===== config.mk =====
export PLATFORM = sky130hd
export DESIGN_NAME = fetch_unit
export DESIGN_NICKNAME = d
export VERILOG_FILES = /design/src/rtl/fetch_unit.sv
export SDC_FILE = /design/constraint.sdc
export NUM_CORES = 1
export LEC_CHECK = 0
export CORE_ASPECT_RATIO = 0.75
export CORE_UTILIZATION = 42
export CTS_BUF_LIST = sky130_fd_sc_hd__clkbuf_16
export CTS_CLUSTER_DIAMETER = 150
export DETAILED_ROUTE_END_ITERATION = 7
export GPL_TIMING_DRIVEN = 0
export PLACE_DENSITY_LB_ADDON = 0.05
export SLEW_MARGIN = 30
export SYNTH_ARGS = -nofsm -noshare
export SYNTH_HDL_FRONTEND = slang
export SYNTH_SLANG_ARGS = --single-unit

===== constraint.sdc =====
create_clock -name clk -period 2 [get_ports clk]
set_clock_uncertainty 0.2 [all_clocks]
set_input_delay 0.6 -clock clk [delete_from_list [all_inputs] [get_ports clk]]
set_output_delay 0.6 -clock clk [all_outputs]
set_load 0.01 [all_outputs]

===== src/rtl/fetch_unit.sv =====
// fetch_unit -- instruction fetch stage, initiator of the decode enable/done
// handshake. One instruction in flight: IDLE -> WAIT -> HOLD -> IDLE.
// Optional build macro FETCH_ALIGN_CHECK_EN: misaligned fetch requests trap into
// a sticky ERROR state (left only by reset) and raise misalign. Without it the
// low two pc bits are dropped and misalign is tied low.
module fetch_unit #(
    parameter int unsigned IMEM_LATENCY = 2,
    parameter logic [31:0] RESET_PC     = 32'h0000_0000
) (
    input  logic        clk,
    input  logic        rstn,
    input  logic        enable,
    input  logic [31:0] pc_in,
    output logic [31:0] imem_addr,
    input  logic [31:0] imem_data,
    output logic        dec_enable,
    output logic [31:0] dec_pc,
    output logic [31:0] dec_command,
    input  logic        dec_done,
    output logic        done,
    output logic        busy,
    output logic [31:0] inst_count,
    output logic        misalign
);

    localparam logic [1:0] IDLE  = 2'd0;
    localparam logic [1:0] WAIT  = 2'd1;
    localparam logic [1:0] HOLD  = 2'd2;
    localparam logic [1:0] ERROR = 2'd3;

    // Wait counter only has to reach IMEM_LATENCY.
    localparam int CNT_W = $clog2(IMEM_LATENCY + 1);
    localparam logic [CNT_W-1:0] CNT_LAST = CNT_W'(IMEM_LATENCY);

    logic [1:0]       state;
    logic [CNT_W-1:0] cnt;
    logic [31:0]      inst_count_q;
    logic [31:0]      fetch_pc;

`ifdef FETCH_ALIGN_CHECK_EN
    logic misalign_q;
    // Misaligned requests never reach memory, so the pc is used as given.
    assign fetch_pc = pc_in;
    assign misalign = misalign_q;
`else
    // Word-align the request; the low bits are simply ignored.
    assign fetch_pc = pc_in & ~32'h0000_0003;
    assign misalign = 1'b0;
`endif

    assign busy       = (state != IDLE);
    assign inst_count = inst_count_q;

    // Fetch FSM with its datapath registers; pulses default low each edge.
    always_ff @(posedge clk or negedge rstn) begin
        if (!rstn) begin
            state        <= IDLE;
            cnt          <= '0;
            imem_addr    <= RESET_PC;
            dec_pc       <= RESET_PC;
            dec_command  <= 32'h0;
            dec_enable   <= 1'b0;
            done         <= 1'b0;
            inst_count_q <= 32'h0;
`ifdef FETCH_ALIGN_CHECK_EN
            misalign_q   <= 1'b0;
`endif
        end else begin
            // NOTE: non-blocking assignments throughout, so every branch below
            // sees the pre-edge register values and the defaults here are
            // overridden cleanly by the later assignments in the same edge.
            dec_enable <= 1'b0;
            done       <= 1'b0;
            case (state)
                IDLE: begin
                    if (enable) begin
`ifdef FETCH_ALIGN_CHECK_EN
                        if (pc_in[1:0] != 2'b00) begin
                            misalign_q <= 1'b1;
                            dec_pc     <= pc_in;
                            state      <= ERROR;
                        end else begin
                            imem_addr <= fetch_pc;
                            dec_pc    <= fetch_pc;
                            cnt       <= CNT_W'(1);
                            state     <= WAIT;
                        end
`else
                        imem_addr <= fetch_pc;
                        dec_pc    <= fetch_pc;
                        cnt       <= CNT_W'(1);
                        state     <= WAIT;
`endif
                    end
                end
                WAIT: begin
                    // cnt equals the number of edges since the request edge.
                    cnt <= cnt + 1'b1;
                    if (cnt == CNT_LAST) begin
                        dec_command <= imem_data;
                        dec_enable  <= 1'b1;
                        state       <= HOLD;
                    end
                end
                HOLD: begin
                    // dec_pc/dec_command stay put: decode re-reads them.
                    if (dec_done) begin
                        done         <= 1'b1;
                        inst_count_q <= inst_count_q + 32'd1;
                        state        <= IDLE;
                    end
                end
                default: begin
`ifdef FETCH_ALIGN_CHECK_EN
                    // ERROR: sticky, all inputs ignored until reset.
                    state <= ERROR;
`else
                    // ERROR does not exist in this build; recover if ever hit.
                    state <= IDLE;
`endif
                end
            endcase
        end
    end

endmodule


==> impl_metrics.csv <==
group,metric,value,unit
status,status,"completed",
global_routing,grt_pass1_wl,18030,um
sta,min_period,1.961,ns
synth,ys_types,32,
drt,viasPerCell,4.629,
worst_setup_path,endpoint_kind,"output pin",
clock_tree,tritoncts,"done",
final_layout,drive_gt1_share,22.24,%
global_routing,antenna_found_initial,0,
clock_tree,cts.sinks,100,
worst_setup_path,crit_arrival,1.16,ns
synth,yosysSeqAreaShare,56.95,%
worst_setup_path,crit_type,"reg2out",
worst_setup_path,critical_path.max_stage_delay,0.50,ns
synth,synth_flop_cell,"dfrtp_1",
drt,drtPass1Iterations,4,
global_routing,first_global_vias,3528,
floorplanning,fp.coreArea,9891,um^2
worst_setup_path,path_delay_family,"flip-flops",
synth,syn_inst,389,
worst_setup_path,crit_end,"inst_count[8]",
synth,synthTopCellsByCount,"nand2_1, dfrtp_1, buf_4, mux2_2, xor2_1",
drt,wl_per_cell,14.82,um
clock_tree,clock_latency,0.34,ns
drt,ant_nets,0,
worst_setup_path,rrSetupSlack,0.07,ns
final_layout,final_net_count,690,
final_layout,fillers,829,
synth,synth_edf_count,0,
worst_setup_path,crit_chain,"dlygate4sd2_1",
drt,route.detailed.drc,0,
global_routing,grt_max_degree,69,
worst_hold_path,hold_path.class,"reg2reg",
final_layout,antenna_cells,0,
worst_setup_path,cpMaxStageDelayCell,"dfrtp_2",
placement,gp_congestion,0.7261,
floorplanning,start_util,44.43,%
placement,dp_hpwl,8095,um
sta,tns,0,ns
floorplanning,die_h,90.58,um
drt,via_count,3504,
placement,port_buffers,192,
clock_tree,cts_buffer_depth,2,
clock_tree,path_clk_slew,0.07,ns
final_layout,final-seq-area,2507,um^2
clock_tree,cts_buffers,9,
final_layout,multi_input_area,1587,um^2
synth,yosysWarnings,0,
synth,yosys.cell_count.top_type,"nand2_1",
global_routing,gr-total-overflow,0,
floorplanning,ios,200,
final_layout,fin_util,69.74,%
sta,setup_ws,0.03949,ns
synth,avgSynthCellArea,11.30,um^2
sta,timing.hold.ws,0.2663,ns
worst_setup_path,crit_fanout,7,
worst_setup_path,rr_startpoint,"inst_count[0]",
power_and_ir_drop,p_leak,3.645,nW
sta,final-hold-violation-count,0,
power_and_ir_drop,vdd_drop_max,653.6,uV
global_routing,grt_usage,21.26,%
floorplanning,dieArea,10880,um^2
synth,synthesis.area,4394,um^2
worst_setup_path,worst-path-stages,1,
synth,async_reset_ff_share,100.0,%
drt,drt_iter0_markers,114,
synth,ys_seq_elements,100,
worst_setup_path,path_buf_inv,1,
worst_setup_path,worst_setup_path_start_kind,"register",
power_and_ir_drop,total_power,8.679,mW
floorplanning,die_w,120.1,um
sta,fmax,0.5101,GHz
worst_setup_path,crit_start,"inst_count[8]",
synth,synth_area_leader_cell,"dfrtp_1",
drt,finalWirelength,11220,um
clock_tree,root_buffer,"clkbuf_16",
sta,drv_slew,0,
sta,period_share,98.03,%
clock_tree,ctsHtreeMaxLevel,3,
worst_setup_path,reg2reg_to,"inst_count[6]",
synth,synth_area_leaders,"dfrtp_1, nand2_1, mux2_2",
job,max-cap-violations,0,
final_layout,areaGrowthSynthToFinish,56.98,%
worst_setup_path,reg2reg_depth,7,
sta,setup_viol,0,
power_and_ir_drop,power_density,1258,nW/um^2
synth,synth_top_area_share,56.95,%
placement,pre_cts_slack,-0.4732,ns
worst_setup_path,required,1.20,ns
floorplanning,placementRows,31,
==> worst register-to-register path, delay by kind of cell (launching register included) <==
family	cells	cell delay (ns)
adders and majority gates	1	0.21
and+or+nand+nor	3	0.58
buffers and inverters	2	0.32
DFF	1	0.39
xor gates and xnor gates	1	0.13
==> sequential cells by signal (all words and copies together) (netlist names) <==
signal,flops
cnt,2
inst_count,32
dec_command,32
done,1
state,2
dec_enable,1
dec_pc,30
==> how the worst min path moves through the flow <==
| stage | start | endpoint | slack (ns) | cells past startpoint |
|---|---|---|---|---|
| 2_1_floorplan | rstn | cnt[0] | 0.10 | 0 |
| 3_3_place_gp | dec_command[8] | dec_command[8] | 0.26 | 2 |
| 3_5_place_dp | dec_command[27] | dec_command[27] | 0.26 | 2 |
| 4_1_cts | inst_count[31] | inst_count[31] | 0.26 | 1 |
| 5_1_grt | inst_count[31] | inst_count[31] | 0.28 | 1 |
| 6_report | inst_count[31] | inst_count[31] | 0.27 | 1 |
==> what timing repair did <==
item,CTS,global route
setup endpoints to repair,144,66
setup buffers,19,3
pin swaps,3,1
gates resized for setup,139,16
endpoints found under the hold margin,32,0
hold buffers,1,0
gates cloned,0,1
==> through the flow <==
step / cell area (um^2) / instances
2_1_floorplan: 4409 / 393
3_3_place_gp: 6496 / 717
3_5_place_dp: 6525 / 718
4_1_cts: 6843 / 754
5_1_grt: 6898 / 757
6_report: 6898 / 757
==> final cells by class <==
class | instances | area share [%]
tap | 132 | 2.394
sequential | 100 | 36.35
clock buffer | 9 | 3.265
buffer | 49 | 5.097
multi-input combinational | 237 | 23.00
inverter | 7 | 0.3809
timing repair buffer | 216 | 28.51
clock inverter | 7 | 0.9976
==> metal layers <==
layer / vias up / GRT usage [%] / share of wire (%)
met5: - / 0 / 0
met3: 14 / 6.376 / 6.6
met1: 1672 / 25.96 / 43
met4: 0 / 5.729 / 1.2
met2: 117 / 36.40 / 49
li1: 1701 / - / -
==> power breakdown <==
part / total, mW / switching, mW / internal [mW]
clock network: 1.70 / 0.738 / 0.965
registers: 3.19 / 0.450 / 2.74
logic: 3.78 / 1.68 / 2.10
total: 8.68 / 2.87 / 5.81
==> cells by family (layout without fill, tap and decap cells) <==
| group | Yosys count | in the layout | synth area share (%) |
|---|---|---|---|
| AO/OA/AOI/OAI | 5 | 5 | 0.6263 |
| XOR/XNOR | 31 | 31 | 6.179 |
| adder cells (fa/ha/maj) | 2 | 2 | 0.5694 |
| buffers and inverters | 57 | 288 | 8.286 |
| flip-flops | 100 | 100 | 56.95 |
| multiplexers | 31 | 31 | 7.944 |
| other | 1 | 5 | 0.08534 |
| AND/OR/NAND/NOR | 162 | 163 | 19.36 |
==> cell usage in the layout (no fill, tap or decap), types with 3 or more instances in the layout <==
cell type        count
clkbuf_16            9
mux2_2              31
clkbuf_1             3
and2_1               5
buf_4               60
and4_1               6
nand2_1            107
and3_1               5
o21ai_0              3
dfrtp_1             96
nand4_1              7
inv_1                8
clkbuf_2             3
dfrtp_2              4
nand4_4              3
dlygate4sd2_1      125
nor4_2               8
conb_1               5
nand3_1              6
xnor2_1             14
nor3_1               4
xor2_1              17
clkdlybuf4s50_1     63
buf_6                3
(Power assumes the default switching activity.)
